`src/rtl/discr_scaler_counter.sv`:
```
// Discriminator scaler counter: sums accepted edges over contiguous gate windows
// and hands each window total to the readout side through a valid/ack handshake.
`timescale 1ns/1ps
module discr_scaler_counter #(
    parameter int CNT_W = 24,
    parameter int ID_W  = 16
) (
    input  logic             clk,
    input  logic             rst_n,
    input  logic             en,
    input  logic [7:0]       bits_in,
    input  logic [31:0]      gate_len,
    output logic [CNT_W-1:0] count_out,
    output logic [ID_W-1:0]  count_id,
    output logic             count_sat,
    output logic             count_valid,
    input  logic             count_ack,
    output logic             overrun,
    output logic             busy
);

    typedef enum logic {IDLE, COUNT} state_t;

    state_t           state_q;
    logic [CNT_W-1:0] acc_q;
    logic             sat_q;
    logic [31:0]      gate_cnt_q;
    logic [31:0]      len_q;
    logic [ID_W-1:0]  idx_q;
    logic [CNT_W-1:0] count_out_q;
    logic [ID_W-1:0]  count_id_q;
    logic             count_sat_q;
    logic             count_valid_q;
    logic             overrun_q;
    logic             busy_q;

    logic [3:0]       pop;
    logic [CNT_W:0]   sum_wide;
    logic             clamp;
    logic [CNT_W-1:0] acc_d;
    logic             sat_d;
    logic [31:0]      len_d;
    logic             window_end;

    always_comb begin
        pop = '0;
        for (int i = 0; i < 8; i++) begin
            pop = pop + 4'(bits_in[i]);
        end
    end

    // One extra bit of headroom lets the carry out signal a clamp directly.
    assign sum_wide   = {1'b0, acc_q} + (CNT_W+1)'(pop);
    assign clamp      = sum_wide[CNT_W];
    assign acc_d      = clamp ? {CNT_W{1'b1}} : sum_wide[CNT_W-1:0];
    assign sat_d      = sat_q | clamp;
    assign len_d      = (gate_len == 32'd0) ? 32'd1 : gate_len;
    assign window_end = (gate_cnt_q == len_q - 32'd1);

    always_ff @(posedge clk or negedge rst_n) begin
        if (!rst_n) begin
            state_q       <= IDLE;
            acc_q         <= '0;
            sat_q         <= 1'b0;
            gate_cnt_q    <= '0;
            len_q         <= '0;
            idx_q         <= '0;
            count_out_q   <= '0;
            count_id_q    <= '0;
            count_sat_q   <= 1'b0;
            count_valid_q <= 1'b0;
            overrun_q     <= 1'b0;
            busy_q        <= 1'b0;
        end else begin
            if (count_valid_q && count_ack) begin
                count_valid_q <= 1'b0;
            end
            case (state_q)
                IDLE: begin
                    acc_q      <= '0;
                    sat_q      <= 1'b0;
                    gate_cnt_q <= '0;
                    idx_q      <= '0;
                    overrun_q  <= 1'b0;
                    if (en) begin
                        state_q <= COUNT;
                        len_q   <= len_d;
                        busy_q  <= 1'b1;
                    end
                end
                COUNT: begin
                    if (!en) begin
                        // Abort drops the partial window but leaves any pending result alone.
                        state_q    <= IDLE;
                        busy_q     <= 1'b0;
                        acc_q      <= '0;
                        sat_q      <= 1'b0;
                        gate_cnt_q <= '0;
                        idx_q      <= '0;
                    end else if (window_end) begin
                        count_out_q   <= acc_d;
                        count_sat_q   <= sat_d;
                        count_id_q    <= idx_q;
                        count_valid_q <= 1'b1;
                        if (count_valid_q && !count_ack) begin
                            overrun_q <= 1'b1;
                        end
                        idx_q      <= idx_q + ID_W'(1);
                        acc_q      <= '0;
                        sat_q      <= 1'b0;
                        gate_cnt_q <= '0;
                        len_q      <= len_d;
                    end else begin
                        acc_q      <= acc_d;
                        sat_q      <= sat_d;
                        gate_cnt_q <= gate_cnt_q + 32'd1;
                    end
                end
                default: begin
                    state_q <= IDLE;
                    busy_q  <= 1'b0;
                end
            endcase
        end
    end

    assign count_out   = count_out_q;
    assign count_id    = count_id_q;
    assign count_sat   = count_sat_q;
    assign count_valid = count_valid_q;
    assign overrun     = overrun_q;
    assign busy        = busy_q;

endmodule

```
`config.mk`:
```
export PLATFORM = sky130hd
export DESIGN_NAME = discr_scaler_counter
export DESIGN_NICKNAME = d
export VERILOG_FILES = /design/src/rtl/discr_scaler_counter.sv
export SDC_FILE = /design/constraint.sdc
export NUM_CORES = 1
export LEC_CHECK = 0
export CORE_UTILIZATION = 50
export DETAILED_ROUTE_END_ITERATION = 16
export GPL_TIMING_DRIVEN = 0
export PLACE_DENSITY = 0.69
export SLEW_MARGIN = 20
export SYNTH_ARGS = -nofsm -noshare
export SYNTH_HDL_FRONTEND = slang
export SYNTH_SLANG_ARGS = --single-unit
```
`constraint.sdc`:
```
create_clock -name clk -period 11.3 [get_ports clk]
set_input_delay 1.13 -clock clk [delete_from_list [all_inputs] [get_ports clk]]
set_output_delay 1.13 -clock clk [all_outputs]
set_load 0.005 [all_outputs]
```
## Word-level counts from Yosys, hierarchy flattened

Cells that the tools add are included.

- Register bits after elaboration: 150
- Input port bits: 44
- Output and inout bits: 44
- Logic and storage cells: 70

- Add/sub/neg operators: 11
- Equality and inequality tests: 7
- Muxes and demuxes: 30
- Bitwise logic cells: 2
- Reductions and logical operators: 8

Operators with widths:

| cell | count |
|---|---|
| $mux 32 | 6 |
| $pmux 32 s2 | 2 |
| $mux 24 | 3 |
| $pmux 24 s2 | 1 |
| $add 32x1->32 const B | 1 |
| $eq 32x32->1 | 1 |
| $logic_not 32->1 | 1 |
| $mux 16 | 2 |
| $pmux 16 s2 | 1 |
| $sub 32x1->32 const B | 1 |
| $add 24x4->25 | 1 |
| $add 16x1->16 const B | 1 |
| $add 4x1->4 | 4 |
| $mux 1 | 12 |
| $reduce_and 3->1 | 3 |
| $ne 2x2->1 const B | 3 |
| $pmux 1 s2 | 3 |
| $add 3x1->4 | 1 |
| $ne 2x1->1 const B | 2 |
| $add 2x1->3 | 1 |
| $ne 3x2->1 const B | 1 |
| $add 1x1->2 | 1 |
| $logic_and 1x1->1 | 2 |
| $reduce_and 2->1 | 1 |
| other kinds (3) | 3 |

## Depth between registers and ports, before layout

Gate-level depths: netlist of the first run.

- Depth after elaboration: 12
- Gate-level depth with buffers: 16
- Depth with buffers taken out: 16

## Worst setup path before layout of the first run

OpenSTA, ideal clock, no wires.

- Path type: input to register
- Start: in bits_in[0]
- End: reg count_out_q[14], in the netlist count_out[14]
- Library setup time: 128 ps
- Arrival: 4828 ps
- Required time: 11172 ps
- Path slack: 6345 ps
- Cell stages on the path: 16
- Path through: fa_1 -> inv_1 -> fa_1 -> fa_1 -> fa_1 -> inv_1 -> fa_1 -> a21o_1 -> a21oi_1 -> and3b_1 -> nand2_1 -> nor3_1 -> nand2_1 -> clkbuf_1 -> nand2_1 -> mux2_1

- Longest elaborated chain between the ends: 9

Ends and longest elaborated chain:

| item | line | RTL |
|---|---|---|
| from (decl) | 11 | `input logic [7:0] bits_in,` |
| $add 1x1->2 | 48 | `pop = pop + 4'(bits_in[i]);` |
| $add 2x1->3 | 48 |  |
| $add 3x1->4 | 48 |  |
| $add 4x1->4 (4 in a row) | 48 |  |
| $add 24x4->25 | 53 | `assign sum_wide = {1'b0, acc_q} + (CNT_W+1)'(pop);` |
| $mux 24 | 55 | `assign acc_d = clamp ? {CNT_W{1'b1}} : sum_wide[CNT_W-1:0];` |
| to (signal assigned) | 68 | `count_out_q <= '0;` |
| to (signal assigned) | 101 | `count_out_q <= acc_d;` |
| to (decl) | 30 | `logic [CNT_W-1:0] count_out_q;` |

Every way passes these cells.
A chain may end at the register's enable or synchronous reset.

## Final worst setup path of the first run

- Start: in bits_in[0]
- End: reg count_out_q[3], in the netlist count_out[3]

The elaborated chain is that of the path after synthesis.

==> results of run 1 <==
[sequential cells by signal, summed over array words and instances, names as in the netlist]
signal,flops
gate_cnt_q,32
busy,1
state_q,1
idx_q,16
acc_q,24
sat_q,1
len_q,32
count_valid,1
overrun,1
count_out,24
count_sat,1
count_id,16
[stage by stage]
| step | cell area (µm²) | power [mW] |
|---|---|---|
| final | 9863 | 1.374 |
| after global routing | 9863 | 1.437 |
| after CTS | 9863 | 1.384 |
| after detailed placement | 9273 | 0.8136 |
| after global placement | 9240 | 0.8031 |
| after floorplan | 8099 | 0.7368 |
[cell type report]
type / instances / share of cell area, %
Buffer: 30 / 1.573
Clock buffer: 18 / 4.453
Clock inverter: 14 / 1.535
Inverter: 32 / 1.218
Multi-Input combinational cell: 584 / 41.27
Sequential cell: 150 / 38.06
Tap cell: 216 / 2.740
Timing Repair Buffer: 88 / 9.159
[cells by family after synthesis]
logic type / Yosys count
adders and majority gates: 16
AOI/OAI and AO/OA: 92
buffers and inverters: 62
muxes: 78
DFF: 150
and+or+nand+nor: 309
xor gates and xnor gates: 89
[power breakdown]
part	switching [mW]	total (mW)	internal, mW	leakage (nW)
Sequential	0.0343	0.597	0.563	1.99
Clock	0.236	0.568	0.332	0.280
Combinational	0.112	0.209	0.0970	2.08
[worst max-delay path: cells and delay by family]
family                   cells  cell delay, ns
adder cells (fa/ha/maj)      5            2.09
AND/OR/NAND/NOR              4            1.41
buffers and inverters        4            0.89
AO/OA/AOI/OAI                3            0.45
multiplexers                 1            0.12
[synth_stat cells, types with 3 or more instances]
cell type / instances
sky130_fd_sc_hd__dfrtp_1: 150
sky130_fd_sc_hd__nor3_1: 23
sky130_fd_sc_hd__nand2_1: 60
sky130_fd_sc_hd__a21oi_1: 19
sky130_fd_sc_hd__ha_1: 11
sky130_fd_sc_hd__and3_1: 18
sky130_fd_sc_hd__o31ai_1: 6
sky130_fd_sc_hd__nor2b_1: 10
sky130_fd_sc_hd__nand2b_1: 16
sky130_fd_sc_hd__mux2i_1: 13
sky130_fd_sc_hd__buf_6: 4
sky130_fd_sc_hd__nand3_1: 32
sky130_fd_sc_hd__nor2_1: 79
sky130_fd_sc_hd__mux2_1: 65
sky130_fd_sc_hd__o21ai_1: 26
sky130_fd_sc_hd__or4_1: 4
sky130_fd_sc_hd__or3_1: 6
sky130_fd_sc_hd__nor4_1: 18
sky130_fd_sc_hd__fa_1: 5
sky130_fd_sc_hd__and4_1: 4
sky130_fd_sc_hd__buf_1: 3
sky130_fd_sc_hd__xnor2_1: 44
sky130_fd_sc_hd__nand4_1: 16
sky130_fd_sc_hd__xor2_1: 45
sky130_fd_sc_hd__or2_2: 5
sky130_fd_sc_hd__o211ai_1: 3
sky130_fd_sc_hd__o21ai_0: 9
sky130_fd_sc_hd__buf_2: 7
sky130_fd_sc_hd__a31oi_1: 6
sky130_fd_sc_hd__a21o_1: 4
sky130_fd_sc_hd__inv_1: 32
sky130_fd_sc_hd__clkbuf_1: 15
[path summary, 6_finish.rpt]
check                                   startpoint                         to  cells past startpoint
hold / removal             count_id[0]$_DFFE_PN0P_    count_id[0]$_DFFE_PN0P_                      1
setup / recovery                        bits_in[0]   count_out[3]$_DFFE_PN0P_                     17
max in group asynchronous                    rst_n      len_q[25]$_DFFE_PN0P_                      2
min in group asynchronous                    rst_n  count_out[10]$_DFFE_PN0P_                      1
hold reg to reg            count_id[0]$_DFFE_PN0P_    count_id[0]$_DFFE_PN0P_                      1
setup reg to reg              len_q[0]$_DFFE_PN0P_       len_q[4]$_DFFE_PN0P_                     12
[per-layer routing]
layer | wire length (µm) | track usage, % | part of all wire, %
met5 | 0 | 0 | 0
met2 | 8933 | 39.63 | 48
met1 | 8539 | 31.56 | 46
met4 | 409 | 10.17 | 2.2
met3 | 638 | 3.840 | 3.4
==> flow_metrics.py, run 1 <==
metrics = {
    "synth": {
        "yosys.area_share.xor_xnor_pct": 9.625,
        "synthMuxAreaShare_pct": 10.64,
        "syn-cell-area_mm2": 0.008099,
        "post_synth_and_or_nand_nor_area_fraction_pct": 20.01,
        "synth_edf_count": 0,
        "yosys.area_share.adder_pct": 2.935,
        "post-synth-top-area-cell": "sky130_fd_sc_hd__dfrtp_1",
        "postSynthCellCount": 796,
        "synthFlopType": "sky130_fd_sc_hd__dfrtp_1",
        "dominant_combinational_cell_family_by_area_after_synthesis": "simple AND/OR/NAND/NOR gates",
        "synth_seq_cells": 150,
        "synth_cell_type_count": 63,
        "syn_nets": 856,
        "synth_compound_area_share_pct": 7.045,
        "fraction_of_registers_with_async_set_reset_pct": 100.0,
        "main_area_contributors_after_synthesis": "sky130_fd_sc_hd__dfrtp_1 (46%), sky130_fd_sc_hd__mux2_1 (9.0%), sky130_fd_sc_hd__xor2_1 (4.9%)",
        "ys.warnings.count": 0,
        "syn_avg_cell_area_um2": 10.17,
        "synth-seq-area-share_pct": 46.35,
        "synth_top_cell_area_share_pct": 46.35,
    },
    "sta": {
        "tightestPinTransition_ns": 0.9413,
        "layout_worst_path_cycle_share_pct": 50.86,
        "slew-limit-headroom_pct": 36.95,
        "clock.fmax_mhz": 174.0,
        "setup_repair_after_global_routing_missed_its_margin": "false",
        "timing.final.ws_setup_ns": 5.553,
        "final_hold_violation_count": 0,
        "slew_viol_final": 0,
        "final.setup_skew_ns": 0.01093,
        "setup_violators_final": 0,
        "timing.final.crit_period_ns": 5.747,
        "setup_tns_ns": 0,
        "final.hold.worst_slack_ns": 0.4890,
    },
    "floorplanning": {
        "total_die_area_mm2": 0.01671,
        "die_h_um": 129.3,
        "die_x_um": 129.3,
        "io_pins": 88,
        "initial_core_util_pct": 51.17,
        "coreArea_mm2": 0.01583,
        "placement_rows": 46,
    },
    "worst_setup_path": {
        "worstPathCellList": "clkdlybuf4s50_1 > fa_1 > inv_1 > fa_1 > fa_1 > fa_1 > inv_1 > fa_1 > a21o_1 > a21oi_1 > and3b_1 > nand2_1 > nor3_1 > nand2_1 > clkbuf_1 > o21a_1 > mux2i_1",
        "timing.critical_path.fanout_max": 10,
        "worstPathRequired_ns": 11.65,
        "worstPathArrival_ns": 6.10,
        "timing.critical_path.mode_cell": "sky130_fd_sc_hd__fa_1",
        "worst-r2r-setup-slack_ns": 6.83,
        "timing.critical_path.slowest_stage_cell": "sky130_fd_sc_hd__nor3_1",
        "cpPeakStageDelay_ns": 0.59,
        "setup.worst_path.start_class": "input port",
        "critPathCaptureType": "register",
        "worstSetupPathType": "input port to register",
    },
    "drt": {
        "final_antenna_net_count": 0,
        "drt-initial-drc-count": 377,
        "drt_wl_total_um": 18520,
        "num_vias": 6264,
        "firstDrtPassIters": 5,
        "drc": 0,
        "vias_per_cell": 5.534,
        "routed_wire_length_per_instance_um": 16.36,
    },
    "outcome": {
        "status": "completed",
    },
    "grt": {
        "grt_overflow": 0,
        "antenna_violations_before_repair": 0,
        "grt_pass1_vias": 6193,
        "globalRouteTotalUtil_pct": 24.05,
        "largest_net_degree_at_the_start_of_global_routing": 95,
        "grt_pass1_wl_um": 30980,
    },
    "clock_network": {
        "cts-buffers-inserted": 17,
        "cts.clk_slew.worst_paths_ns": 0.06,
        "cts_hold_repair.buffers": 0,
        "clock_sink_count": 150,
        "tritoncts": "done",
        "ctsLongestPathBuffers": 2,
        "root_buffer": "sky130_fd_sc_hd__clkbuf_16",
        "cts_setup_buffers": 0,
        "clk-insertion-delay-late_ns": 0.43,
        "cts.repair.resized": 0,
        "cts_htree_levels": 4,
    },
    "place": {
        "detailed_place_hpwl_um": 13670,
        "placed_cells": 1100,
        "number_of_port_buffers": 87,
        "pre_cts_slack_ns": 5.250,
        "gp_congestion": 0.9242,
    },
    "finish": {
        "layout-area-overhead-vs-synth_pct": 21.78,
        "drive_above_1_share_pct": 6.987,
        "finish.utilization_pct": 62.32,
        "nNetsFinal": 963,
        "layout_commonest_cell": "sky130_fd_sc_hd__dfrtp_1",
        "most_used_cells_in_the_layout_excluding_fill_and_tap_cells": "sky130_fd_sc_hd__dfrtp_1 (150), sky130_fd_sc_hd__clkdlybuf4s50_1 (86), sky130_fd_sc_hd__nor2_1 (79)",
        "multi_input_area_mm2": 0.004070,
        "layout.cells.non_filler": 1132,
        "number_of_inserted_filler_cells_in_the_final_layout": 1298,
        "insertedDiodeCount": 0,
        "layout.area.seq_mm2": 0.003754,
    },
    "power": {
        "vdd_drop_max_uv": 117.8,
        "power.leakage_nw": 4.349,
        "power_density_mw_per_mm2": 139.3,
    },
    "flow_run": {
        "max-cap-violations": 0,
    },
    "min_path": {
        "min_path_type": "register to register",
    },
}
Note: power is estimated with default switching activity, not from simulation.
==> run 2: changes to the inputs <==
Settings changed: PLACE_DENSITY 0.69 to 0.72.
Clock period 11.3 ns to 4.86 ns, I/O delays scaled along.
==> flow_metrics.py, run 2 (same netlist as run 1, synthesis figures left out) <==
metrics = {
    "outcome": {
        "status": "completed",
    },
    "clock_network": {
        "cts_htree_levels": 4,
        "cts.clk_slew.worst_paths_ns": 0.06,
        "ctsLongestPathBuffers": 2,
        "clock_sink_count": 150,
        "tritoncts": "done",
        "clk-insertion-delay-late_ns": 0.43,
        "cts-buffers-inserted": 17,
        "root_buffer": "sky130_fd_sc_hd__clkbuf_16",
        "cts_hold_repair.buffers": 0,
    },
    "finish": {
        "number_of_inserted_filler_cells_in_the_final_layout": 1321,
        "final_design_area_no_fill_mm2": 0.009910,
        "finish.utilization_pct": 62.61,
        "drive_above_1_share_pct": 7.221,
        "nNetsFinal": 963,
        "reg.largest.list": "gate_cnt_q: 32 flops, len_q: 32 flops",
        "layout_commonest_cell": "sky130_fd_sc_hd__dfrtp_1",
        "insertedDiodeCount": 0,
        "layout-area-overhead-vs-synth_pct": 22.35,
        "most_used_cells_in_the_layout_excluding_fill_and_tap_cells": "sky130_fd_sc_hd__dfrtp_1 (150), sky130_fd_sc_hd__clkdlybuf4s50_1 (86), sky130_fd_sc_hd__nor2_1 (79)",
    },
    "sta": {
        "tightestPinTransition_ns": 0.9799,
        "setup_repair_after_global_routing_missed_its_margin": "false",
        "final_hold_violation_count": 0,
        "clock.fmax_mhz": 217.1,
        "timing.final.crit_period_ns": 4.606,
        "slew_viol_final": 0,
        "final.setup_skew_ns": 0.008786,
        "slew-limit-headroom_pct": 34.37,
        "layout_worst_path_cycle_share_pct": 94.77,
        "setup_violators_final": 0,
        "timing.final.ws_setup_ns": 0.2542,
    },
    "worst_setup_path": {
        "timing.critical_path.fanout_max": 10,
        "worstPathCellList": "clkdlybuf4s50_1 > fa_1 > inv_1 > fa_1 > fa_1 > fa_1 > inv_1 > fa_1 > a21o_1 > a21oi_1 > and3b_1 > nand2_1 > nor3_4 > nand2_2 > clkbuf_4 > nand2_1 > mux2_1",
        "setup.worst_path.start_class": "input port",
        "worstReg2RegStart": "len_q[9]$_DFFE_PN0P_",
        "cp-startpoint": "bits_in[0]",
        "worstSetupPathType": "input port to register",
        "worstPathRequired_ns": 5.17,
        "worstPathArrival_ns": 4.92,
        "cpPeakStageDelay_ns": 0.55,
        "critPathCaptureType": "register",
        "timing.critical_path.slowest_stage_cell": "sky130_fd_sc_hd__fa_1",
        "timing.critical_path.mode_cell": "sky130_fd_sc_hd__fa_1",
    },
    "drt": {
        "final_antenna_net_count": 0,
        "drc": 0,
        "met1_length_um": 8455,
        "met2_wirelength_um": 8599,
        "drt-initial-drc-count": 464,
        "num_vias": 6173,
        "routed_wire_length_per_instance_um": 15.92,
        "drt_wl_total_um": 17990,
        "top_routing_layer_in_use": "met4",
        "vias_per_cell": 5.463,
        "met3_wirelength_from_detailed_routing_um": 717,
        "firstDrtPassIters": 4,
    },
    "power": {
        "vdd_drop_max_uv": 239.0,
        "seq_power_share_pct": 42.6,
        "power.leakage_nw": 4.392,
        "netSwitchingPower_uw": 859.5,
        "share_clk_of_total_power_pct": 42.7,
        "cell_internal_pwr_mw": 2.400,
        "switching_share_pct": 26.37,
        "power_density_mw_per_mm2": 329.0,
        "combPwrFrac_pct": 14.7,
    },
    "floorplanning": {
        "die_h_um": 129.3,
        "io_pins": 88,
        "total_die_area_mm2": 0.01671,
        "coreArea_mm2": 0.01583,
        "die_x_um": 129.3,
        "initial_core_util_pct": 51.17,
        "placement_rows": 46,
    },
    "grt": {
        "grt_pass1_wl_um": 30170,
        "antenna_violations_before_repair": 0,
        "globalRouteTotalUtil_pct": 23.30,
        "grt_overflow": 0,
        "grt_pass1_vias": 6054,
        "largest_net_degree_at_the_start_of_global_routing": 88,
    },
    "place": {
        "postPlaceCellArea_mm2": 0.009273,
        "pre_cts_slack_ns": -0.5477,
        "number_of_port_buffers": 87,
        "detailed_place_hpwl_um": 13000,
        "gp_congestion": 0.9110,
    },
    "flow_run": {
        "max-cap-violations": 0,
    },
    "min_path": {
        "min_path_type": "input port to async pin",
    },
}
[run 2: stage by stage]
stage	hold WS (ns)	cells	setup TNS [ns]	total power [mW]
floorplan	0.1904	796	0	1.713
global placement	0.4732	1099	-415.84	1.873
detailed placement	0.4808	1100	-14.63	1.885
CTS	0.08783	1130	0	3.278
global route	0.09201	1130	0	3.401
finish	0.03878	1130	0	3.260
[run 2: area by class of cell]
class / count / area [µm²] / area share [%]
plain buffers: 30 / 162.7 / 1.641
clock buffers: 18 / 439.2 / 4.432
clock inverters: 12 / 176.4 / 1.780
inverters: 32 / 120.1 / 1.212
multi-input cells: 584 / 4084 / 41.21
flip-flops and latches: 150 / 3754 / 37.88
well taps: 216 / 270.3 / 2.727
repair buffers: 88 / 903.4 / 9.116
[run 2: path summary, 6_finish.rpt]
check / end / slack (ns) / cells past startpoint
setup / recovery: count_out[17]$_DFFE_PN0P_ / 0.25 / 17
hold / removal: count_out[13]$_DFFE_PN0P_ / 0.04 / 1
setup reg to reg: len_q[6]$_DFFE_PN0P_ / 0.52 / 11
hold reg to reg: count_out[20]$_DFFE_PN0P_ / 0.49 / 1
max in group asynchronous: gate_cnt_q[21]$_DFF_PN0_ / 4.09 / 2
min in group clk: count_out[20]$_DFFE_PN0P_ / 0.49 / 1
[run 2: per-layer routing]
layer,up-vias,GRT usage (%)
met4,0,6.298
met5,-,0
met1,3024,31.72
met2,132,38.11
met3,16,4.500
li1,3001,-
[run 2: worst max-delay path: cells and delay by family]
family / cells / cell delay, ns
compound gates: 2 / 0.46
fa+ha+maj: 5 / 2.10
simple gates: 5 / 0.78
mux: 1 / 0.28
buf+inv: 4 / 0.79
[run 2: power by group through the flow]
stage	Clock, mW	Combinational (mW)	Sequential [mW]
finish	1.39	0.478	1.39
global route	1.46	0.539	1.40
CTS	1.41	0.481	1.39
detailed placement	0	0.475	1.41
global placement	0	0.465	1.41
floorplan	0	0.327	1.39
[run 2: timing repair]
| action | 4_1_cts | 5_1_grt |
|---|---|---|
| pin swaps | 0 | 0 |
| resized for setup | 2 | 8 |
| buffers inserted | 0 | 0 |
| endpoints found under the setup margin | 8 | 27 |
==> run 3: changes to the inputs <==
Settings changed: PLACE_DENSITY 0.72 to 0.69.
Clock period 4.86 ns to 5.1 ns, I/O delays scaled along.
==> flow_metrics.py, run 3 (same netlist as run 1, synthesis figures left out) <==
metrics = {
    "place": {
        "gp_congestion": 0.9242,
        "postPlaceCellArea_mm2": 0.009273,
        "number_of_port_buffers": 87,
        "placed_cells": 1100,
        "pre_cts_slack_ns": -0.3298,
        "detailed_place_hpwl_um": 13670,
    },
    "power": {
        "netSwitchingPower_uw": 846.6,
        "combPwrFrac_pct": 15.2,
        "power.leakage_nw": 4.358,
        "power_density_mw_per_mm2": 308.1,
        "share_clk_of_total_power_pct": 41.4,
        "cell_internal_pwr_mw": 2.198,
        "seq_power_share_pct": 43.4,
        "vdd_drop_max_uv": 260.7,
        "switching_share_pct": 27.81,
    },
    "sta": {
        "setup_violators_final": 0,
        "setup_repair_after_global_routing_missed_its_margin": "false",
        "layout_worst_path_cycle_share_pct": 95.20,
        "tightestPinTransition_ns": 0.9701,
        "clock.fmax_mhz": 206.0,
        "final_hold_violation_count": 0,
        "timing.final.crit_period_ns": 4.855,
        "slew_viol_final": 0,
        "final.setup_skew_ns": 0.01091,
        "timing.final.ws_setup_ns": 0.2448,
        "slew-limit-headroom_pct": 35.03,
    },
    "worst_setup_path": {
        "critPathCaptureType": "register",
        "worst-r2r-setup-slack_ns": 0.62,
        "worstPathRequired_ns": 5.41,
        "setup.worst_path.start_class": "input port",
        "rr_worst_depth": 11,
        "worstPathArrival_ns": 5.17,
        "timing.critical_path.fanout_max": 10,
        "worstSetupPathType": "input port to register",
    },
    "clock_network": {
        "cts_htree_levels": 4,
        "clock_sink_count": 150,
        "ctsLongestPathBuffers": 2,
        "clk-insertion-delay-late_ns": 0.43,
        "cts_setup_buffers": 0,
        "root_buffer": "sky130_fd_sc_hd__clkbuf_16",
        "tritoncts": "done",
        "cts.clk_slew.worst_paths_ns": 0.06,
        "cts-buffers-inserted": 17,
    },
    "grt": {
        "largest_net_degree_at_the_start_of_global_routing": 95,
        "globalRouteTotalUtil_pct": 24.07,
        "antenna_violations_before_repair": 0,
        "grt_overflow": 0,
        "grt_pass1_wl_um": 31020,
        "grt_pass1_vias": 6197,
    },
    "drt": {
        "routed_wire_length_per_instance_um": 16.34,
        "num_vias": 6250,
        "final_antenna_net_count": 0,
        "firstDrtPassIters": 5,
        "drt_wl_total_um": 18510,
        "drt-initial-drc-count": 372,
        "drc": 0,
        "vias_per_cell": 5.516,
    },
    "floorplanning": {
        "initial_core_util_pct": 51.17,
        "die_h_um": 129.3,
        "io_pins": 88,
        "placement_rows": 46,
        "total_die_area_mm2": 0.01671,
        "die_x_um": 129.3,
        "coreArea_mm2": 0.01583,
    },
    "finish": {
        "nNetsFinal": 964,
        "most_used_cells_in_the_layout_excluding_fill_and_tap_cells": "sky130_fd_sc_hd__dfrtp_1 (150), sky130_fd_sc_hd__clkdlybuf4s50_1 (86), sky130_fd_sc_hd__nor2_1 (79)",
        "final_design_area_no_fill_mm2": 0.009881,
        "reg.largest.list": "gate_cnt_q: 32 flops, len_q: 32 flops",
        "layout.cells.non_filler": 1133,
        "drive_above_1_share_pct": 7.306,
        "finish.utilization_pct": 62.43,
        "layout-area-overhead-vs-synth_pct": 22.00,
        "insertedDiodeCount": 0,
        "layout_commonest_cell": "sky130_fd_sc_hd__dfrtp_1",
    },
    "outcome": {
        "status": "completed",
    },
    "flow_run": {
        "max-cap-violations": 0,
    },
    "min_path": {
        "worstHoldPathCells": 1,
        "min_path_type": "register to register",
    },
}
[run 3: routing by layer]
layer | track usage (%) | routed length, µm | part of all wire (%)
met4 | 10.17 | 436 | 2.4
met2 | 39.72 | 8858 | 48
met1 | 31.56 | 8574 | 46
met3 | 3.840 | 643 | 3.5
met5 | 0 | 0 | 0
[run 3: what timing repair did]
item                                    4_1_cts  5_1_grt
endpoints found under the setup margin        2       16
resized for setup                             1        4
hold buffers                                  1        0
hold endpoints to repair                      5        0
pin swaps                                     0        0
[run 3: metrics by stage]
stage | total power, mW | TNS [ns] | hold slack, ns
finish | 3.045 | 0 | 0.4890
CTS | 3.066 | 0 | 0.4946
global route | 3.184 | 0 | 0.5033
global placement | 1.779 | -345.54 | 0.4745
detailed placement | 1.803 | -7.304 | 0.4670
floorplan | 1.632 | 0 | 0.2144
[run 3: final timing paths]
path	start	endpoint
worst max-delay path	bits_in[0]	count_out[17]$_DFFE_PN0P_
worst min-delay path	count_id[0]$_DFFE_PN0P_	count_id[0]$_DFFE_PN0P_
worst max register to register	len_q[9]$_DFFE_PN0P_	len_q[4]$_DFFE_PN0P_
worst min register to register	count_id[0]$_DFFE_PN0P_	count_id[0]$_DFFE_PN0P_
max in group asynchronous	rst_n	len_q[25]$_DFFE_PN0P_
min in group asynchronous	rst_n	count_out[10]$_DFFE_PN0P_
[run 3: final cells by class]
cell class                      instances  area, µm²
Timing Repair Buffer                   89      913.4
Sequential cell                       150       3754
Fill cell                            1301       5947
Tap cell                              216      270.3
Multi-Input combinational cell        584       4075
Buffer                                 30      157.7
Clock inverter                         14      151.4
Inverter                               32      120.1
Clock buffer                           18      439.2
[run 3: power groups by stage]
| stage | combinational (mW) | sequential (mW) | clock, mW |
|---|---|---|---|
| 6_report | 0.463 | 1.32 | 1.26 |
| 5_1_grt | 0.519 | 1.33 | 1.33 |
| 4_1_cts | 0.465 | 1.32 | 1.28 |
| 3_5_place_dp | 0.459 | 1.34 | 0 |
| 3_3_place_gp | 0.438 | 1.34 | 0 |
| 2_1_floorplan | 0.312 | 1.32 | 0 |
[run 3: worst max-delay path, stage by stage]
cell	delay, ns
sky130_fd_sc_hd__clkdlybuf4s50_1	0.43
sky130_fd_sc_hd__fa_1	0.55
sky130_fd_sc_hd__inv_1	0.05
sky130_fd_sc_hd__fa_1	0.45
sky130_fd_sc_hd__fa_1	0.51
sky130_fd_sc_hd__fa_1	0.20
sky130_fd_sc_hd__inv_1	0.06
sky130_fd_sc_hd__fa_1	0.41
sky130_fd_sc_hd__a21o_1	0.20
sky130_fd_sc_hd__a21oi_1	0.32
sky130_fd_sc_hd__and3b_1	0.28
sky130_fd_sc_hd__nand2_1	0.16
sky130_fd_sc_hd__nor3_2	0.11
sky130_fd_sc_hd__nand2_1	0.24
sky130_fd_sc_hd__clkbuf_2	0.30
sky130_fd_sc_hd__nand2_1	0.10
sky130_fd_sc_hd__mux2_1	0.29
